**src/rtl/hdmi_pkg.sv**
```systemverilog
// Shared HDMI video timing types and the runtime-selectable mode table.
package hdmi_pkg;

    typedef logic [11:0] bus12_t;

    typedef struct packed {
        bus12_t hframe;
        bus12_t hscreen;
        bus12_t hsync_start;
        bus12_t hsync_end;
        bit     hpol;
        bus12_t vframe;
        bus12_t vscreen;
        bus12_t vsync_start;
        bus12_t vsync_end;
        bit     vpol;
    } vtiming_t;

    typedef enum logic [1:0] {
        VM_720P60    = 2'd0,
        VM_1080P30   = 2'd1,
        VM_1080P60RB = 2'd2
    } vmode_t;

    localparam int NUM_VMODES = 3;

    // Sync fields are [start, end) positions; pol=1 means the sync pulse is driven high.
    localparam vtiming_t VTIMING [NUM_VMODES] = '{
        '{12'd1650, 12'd1280, 12'd1390, 12'd1430, 1'b1, 12'd750,  12'd720,  12'd725,  12'd730,  1'b1},
        '{12'd2200, 12'd1920, 12'd2008, 12'd2052, 1'b1, 12'd1125, 12'd1080, 12'd1084, 12'd1089, 1'b1},
        '{12'd2000, 12'd1920, 12'd1928, 12'd1960, 1'b1, 12'd1111, 12'd1080, 12'd1097, 12'd1105, 1'b0}
    };

    function automatic vtiming_t mode_timing(input logic [1:0] mode);
        case (mode)
            VM_1080P30:   return VTIMING[1];
            VM_1080P60RB: return VTIMING[2];
            default:      return VTIMING[0];
        endcase
    endfunction

    function automatic bus12_t mode_hscreen(input logic [1:0] mode);
        case (mode)
            VM_1080P30:   return VTIMING[1].hscreen;
            VM_1080P60RB: return VTIMING[2].hscreen;
            default:      return VTIMING[0].hscreen;
        endcase
    endfunction

endpackage

```
**src/rtl/hdmi_timing_lookahead.sv**
```systemverilog
// Early DE for the pixel fetch pipeline: DE of the position LOOKAHEAD pixels ahead,
// using the pending mode's geometry once the lookahead crosses into the next frame.
module hdmi_timing_lookahead
    import hdmi_pkg::*;
#(
    parameter int CNT_W     = 12,
    parameter int LOOKAHEAD = 2
) (
    input  logic [CNT_W-1:0] hcnt,
    input  logic [CNT_W-1:0] vcnt,
    input  bus12_t           hframe,
    input  bus12_t           hscreen,
    input  bus12_t           vframe,
    input  bus12_t           vscreen,
    input  bus12_t           hscreen_pend,
    output logic             de_la
);

    logic [CNT_W:0] x_sum, x_wrap, y_cur, y_next;
    logic [CNT_W:0] hframe_w, hscreen_w, vframe_w, vscreen_w, hscreen_pend_w;

    // One extra bit keeps hcnt+LOOKAHEAD from overflowing before the modulo-HFRAME reduction.
    always_comb begin
        hframe_w       = (CNT_W+1)'(hframe);
        hscreen_w      = (CNT_W+1)'(hscreen);
        vframe_w       = (CNT_W+1)'(vframe);
        vscreen_w      = (CNT_W+1)'(vscreen);
        hscreen_pend_w = (CNT_W+1)'(hscreen_pend);
        y_cur          = {1'b0, vcnt};
        x_sum          = {1'b0, hcnt} + (CNT_W+1)'(LOOKAHEAD);
        x_wrap         = x_sum - hframe_w;
        y_next         = y_cur + (CNT_W+1)'(1);
        if (x_sum < hframe_w) begin
            de_la = (x_sum < hscreen_w) && (y_cur < vscreen_w);
        end else if (y_next < vframe_w) begin
            de_la = (x_wrap < hscreen_w) && (y_next < vscreen_w);
        end else begin
            de_la = x_wrap < hscreen_pend_w;
        end
    end

endmodule

```
**src/rtl/hdmi_timing_gen.sv**
```systemverilog
// Runtime-selectable HDMI video timing generator. Requested modes are staged in a
// pending register and only take over at the frame wrap, so no frame is ever torn.
module hdmi_timing_gen
    import hdmi_pkg::*;
#(
    parameter int NUM_MODES    = 3,
    parameter int DEFAULT_MODE = 0,
    parameter int CNT_W        = 12,
    parameter int LOOKAHEAD    = 2,
    parameter int VS_ALIGN_HS  = 1
) (
    input  logic             clk,
    input  logic             rst_n,
    input  logic             en,
    input  logic [1:0]       mode_sel,
    output logic [CNT_W-1:0] hcnt,
    output logic [CNT_W-1:0] vcnt,
    output logic             de,
    output logic             de_early,
    output logic             hsync,
    output logic             vsync,
    output logic             sof,
    output logic             eol,
    output logic [1:0]       mode_act,
    output logic             mode_err
);

    localparam vtiming_t DEF_GEO = VTIMING[DEFAULT_MODE];
    localparam bit       ALIGN   = (VS_ALIGN_HS != 0);

    vtiming_t         geo, geo_nxt;
    logic [1:0]       pending, pending_nxt, mode_act_nxt;
    logic             sel_ok, h_last, v_last, wrap;
    logic [CNT_W-1:0] hcnt_nxt, vcnt_nxt;
    logic             de_nxt, de_la, hs_act, vs_on, vs_off, vs_act, sof_nxt, eol_nxt;
    bus12_t           pend_hscreen;

    always_comb begin
        sel_ok       = int'(mode_sel) < NUM_MODES;
        pending_nxt  = sel_ok ? mode_sel : pending;
        pend_hscreen = mode_hscreen(pending_nxt);
        h_last       = hcnt == CNT_W'(geo.hframe - 12'd1);
        v_last       = vcnt == CNT_W'(geo.vframe - 12'd1);
        wrap         = h_last && v_last;
        hcnt_nxt     = h_last ? '0 : hcnt + CNT_W'(1);
        vcnt_nxt     = vcnt;
        if (h_last) begin
            vcnt_nxt = v_last ? '0 : vcnt + CNT_W'(1);
        end
        mode_act_nxt = wrap ? pending : mode_act;
        geo_nxt      = wrap ? mode_timing(pending) : geo;
    end

    // Outputs are decoded from the next position so they register in step with the counters.
    always_comb begin
        de_nxt  = (hcnt_nxt < CNT_W'(geo_nxt.hscreen)) && (vcnt_nxt < CNT_W'(geo_nxt.vscreen));
        hs_act  = (hcnt_nxt >= CNT_W'(geo_nxt.hsync_start)) && (hcnt_nxt < CNT_W'(geo_nxt.hsync_end));
        vs_on   = (vcnt_nxt > CNT_W'(geo_nxt.vsync_start)) ||
                  ((vcnt_nxt == CNT_W'(geo_nxt.vsync_start)) &&
                   (!ALIGN || (hcnt_nxt >= CNT_W'(geo_nxt.hsync_start))));
        vs_off  = (vcnt_nxt > CNT_W'(geo_nxt.vsync_end)) ||
                  ((vcnt_nxt == CNT_W'(geo_nxt.vsync_end)) &&
                   (!ALIGN || (hcnt_nxt >= CNT_W'(geo_nxt.hsync_start))));
        vs_act  = vs_on && !vs_off;
        sof_nxt = (hcnt_nxt == '0) && (vcnt_nxt == '0);
        eol_nxt = (hcnt_nxt == CNT_W'(geo_nxt.hscreen - 12'd1)) &&
                  (vcnt_nxt < CNT_W'(geo_nxt.vscreen));
    end

    hdmi_timing_lookahead #(
        .CNT_W     (CNT_W),
        .LOOKAHEAD (LOOKAHEAD)
    ) u_lookahead (
        .hcnt         (hcnt_nxt),
        .vcnt         (vcnt_nxt),
        .hframe       (geo_nxt.hframe),
        .hscreen      (geo_nxt.hscreen),
        .vframe       (geo_nxt.vframe),
        .vscreen      (geo_nxt.vscreen),
        .hscreen_pend (pend_hscreen),
        .de_la        (de_la)
    );

    // Reset parks the counters on the last pixel so the first enabled edge wraps to (0,0).
    always_ff @(posedge clk or negedge rst_n) begin
        if (!rst_n) begin
            hcnt     <= CNT_W'(DEF_GEO.hframe - 12'd1);
            vcnt     <= CNT_W'(DEF_GEO.vframe - 12'd1);
            geo      <= DEF_GEO;
            pending  <= 2'(DEFAULT_MODE);
            mode_act <= 2'(DEFAULT_MODE);
            mode_err <= 1'b0;
            de       <= 1'b0;
            de_early <= 1'b0;
            hsync    <= !DEF_GEO.hpol;
            vsync    <= !DEF_GEO.vpol;
            sof      <= 1'b0;
            eol      <= 1'b0;
        end else if (en) begin
            hcnt     <= hcnt_nxt;
            vcnt     <= vcnt_nxt;
            geo      <= geo_nxt;
            pending  <= pending_nxt;
            mode_act <= mode_act_nxt;
            if (!sel_ok) begin
                mode_err <= 1'b1;
            end
            de       <= de_nxt;
            de_early <= de_la;
            hsync    <= geo_nxt.hpol ? hs_act : !hs_act;
            vsync    <= geo_nxt.vpol ? vs_act : !vs_act;
            sof      <= sof_nxt;
            eol      <= eol_nxt;
        end
    end

endmodule

```
**config.mk**
```make
export PLATFORM = sky130hd
export DESIGN_NAME = hdmi_timing_gen
export DESIGN_NICKNAME = d
export VERILOG_FILES = /design/src/rtl/hdmi_pkg.sv /design/src/rtl/hdmi_timing_lookahead.sv /design/src/rtl/hdmi_timing_gen.sv
export SDC_FILE = /design/constraint.sdc
export NUM_CORES = 1
export LEC_CHECK = 0
export ABC_AREA = 1
export BUFFER_PORTS_ARGS = -buffer_cell sky130_fd_sc_hd__buf_2
export CAP_MARGIN = 20
export CORE_ASPECT_RATIO = 1.75
export CORE_UTILIZATION = 35
export CTS_CLUSTER_DIAMETER = 150
export DETAILED_ROUTE_END_ITERATION = 8
export PLACE_DENSITY = 0.51
export SLEW_MARGIN = 15
export SYNTH_ARGS = -nofsm -noshare
export SYNTH_HDL_FRONTEND = slang
export SYNTH_SLANG_ARGS = --single-unit
```
**constraint.sdc**
```tcl
create_clock -name clk -period 14.2 [get_ports clk]
set_input_delay 2.13 -clock clk [delete_from_list [all_inputs] [get_ports clk]]
set_output_delay 2.13 -clock clk [all_outputs]
set_load 0.005 [all_outputs]
```
==> results.ini <==
[clock_tree]
numCtsBuffers = 17
post_cts_buffers = 0
insertion_delay_ns = 0.45
root_buffer = clkbuf_16
clock_path_buffers = 2
ctsHoldBuffers = 0
path_clk_slew_ns = 0.07
cts_resized = 0
cts_tree = yes
numClockSinks = 133
cts_max_level = 4

[yosys]
synth_fa_ha_area_frac = 0.154
synthFlopType = dfrtp_1
synth_top_family_by_area = simple AND/OR/NAND/NOR gates
syn_area_sq_mm = 0.0114
synth_nets = 1680
synth_most_common_cell = nand2_1
synth_compound_gate_area_share = 0.132
async_reset_ff_frac = 1.00
synth_area_leaders = dfrtp_1 (16%), ha_1 (15%), dfstp_2 (14%)
synth.area.mux_share = 0
synth.top_cell.area_share = 0.163
syn_area_per_cell_sq_um = 7.41
syn_inst = 1536
yosysSeqAreaShare = 0.299
synth_cell_types = 58
synth-simple-area-share = 0.265
synth_top_cell_by_area = dfrtp_1
synth_xor_area_frac = 0.0541
synth_edf_count = 0
yosys-top-cells-count = nand2_1 (368), inv_1 (218), ha_1 (138)
ys_warn_count = 0
ys_seq_elements = 133

[timing]
relSlewSlack = 0.444
fin_crit_ns = 6.14
tightest_slew_ns = 0.834
timing.hold.ws_ns = 0.463
hold_violations = 0
clock_skew_ns = 0.00921
min_period_over_period = 0.432
fmax_ghz = 0.163
rsz0062_at_grt = no
setup_violations = 0
final_max_slew_viol_count = 0
setup-tns-final_ns = 0

[setup_path]
cp_data_arrival_time_ns = 6.53
cp-start-kind = register
slowest_delay_ns = 0.58
cp_max_fo = 33
slowest_stage = dfstp_2
cp.required_ns = 14.60
setup.worst_path.class = reg -> reg
endpoint_kind = register
worstReg2RegStart = geo[87]
rr_endpoint = de_early
r2r_setup_slack_ns = 8.06
reg2regPathDepth = 37
critPathMostFrequentCell = nand2_1

[placement]
placed_cells_incl_taps = 1939
io_buffers = 37
dp_hpwl_um = 28100
placed_cell_area_sq_mm = 0.0119
gp_congestion = 0.869

[grt]
antenna_found_initial = 0
grt_max_degree = 72
grt_pass1_vias = 10200
grt_pass1_wl_um = 56800
track_usage = 0.229
grt-ovfl-total = 0

[die]
design.core.area_sq_mm = 0.0321
start_util = 0.354
rows = 87
die_x_um = 138
io_pins = 38
die_area_sq_mm = 0.0333
die_h_um = 241

[power]
peakVddDrop_mv = 0.0851
p_per_area_mw_per_mm2 = 132
p_leak_nw = 6.57

[worst_hold_path]
hold_path_end = geo[33]
hp-class = reg -> reg
min-delay-start = geo[33]
whs_path_depth = 2

[outcome]
status = finished with violations
violations = design-rule violations

[layout]
finalNetCount = 1702
final_cells = 1971
final_layout_size_suffix_gt1_frac = 0.146
syn_to_final_growth_pct = 10.6
num_antenna_cells = 0
design_area_sq_mm = 0.0126
final_core_util = 0.392

[drt]
via_per_inst = 5.13
wl_per_cell_um = 18.5
postRouteAntennaNets = 0
drc = 6
wl_um = 36400
drtIter0Drc = 497
num_vias = 10100
first_pass_iters = 7

[job]
drv_cap = 0

layout by cell type, fill, tap and decap left out, drive strengths merged, types with 5 or more instances in the layout:
cell	instances
o21bai	5
bufinv	5
inv	233
a211oi	9
ha	138
clkinv	8
o21ai	132
dfstp	59
nor4	8
nand3b	6
clkbuf	20
dfrtp	74
buf	46
a21oi	103
nor2	112
xor2	45
xnor2	21
nor3	20
nand2	386
or2	16
o211ai	5
nand3	73
nand4	26
where the power goes:
part / leakage [nW] / internal (mW) / switching (mW)
Sequential: 1.60 / 0.417 / 0.0458
Clock: 0.311 / 0.316 / 0.186
Combinational: 4.66 / 0.267 / 0.429
Total: 6.57 / 1.00 / 0.661
state kept, by name, summed over array words and instances, names as in the netlist, 2 cells and up:
name and flops:
geo 98, pending 2, hcnt 12, vcnt 12
mode_act 2
cells by family after synthesis:
| logic type | count (synthesis) |
|---|---|
| xor+xnor | 67 |
| compound gates | 268 |
| simple gates | 650 |
| fa+ha+maj | 139 |
| buf+inv | 279 |
| flops | 133 |
worst max-delay path by stage:
stage             from  endpoint  slack [ns]
2_1_floorplan  geo[38]  de_early        9.09
3_3_place_gp   geo[87]  de_early        8.16
3_5_place_dp   geo[87]  de_early        8.11
4_1_cts        geo[87]  de_early        8.06
5_1_grt        geo[86]  de_early        7.49
6_report       geo[87]  de_early        8.06
worst max-delay path, delay by kind of cell (launching register included):
family          cells  cell delay (ns)
simple gates       20             2.79
compound gates      6             0.92
buf+inv             7             0.77
fa+ha+maj           3             0.77
flops               1             0.58
xor+xnor            1             0.18
layout make-up:
cell class | instances | area (sq um)
Tap cell | 400 | 500
Timing Repair Buffer | 46 | 259
Multi-Input combinational cell | 1124 | 6880
Clock buffer | 20 | 447
Clock inverter | 12 | 201
Sequential cell | 133 | 3400
Inverter | 236 | 888
Fill cell | 3387 | 19500
metal layers:
layer,vias to the layer above,wire (um),track usage
li1,5039,-,-
met1,4785,13500,0.223
met2,189,20100,0.456
met3,90,787,0.0279
met4,0,2040,0.145
met5,-,0,0
stage by stage:
stage               power (mW)  worst slack (ns)
finish                    1.66              8.06
global route              1.79              7.49
CTS                       1.68              8.06
detailed placement        1.16              8.11
global placement          1.15              8.16
floorplan                0.955              9.09
Power figures use the tool's default switching activity.
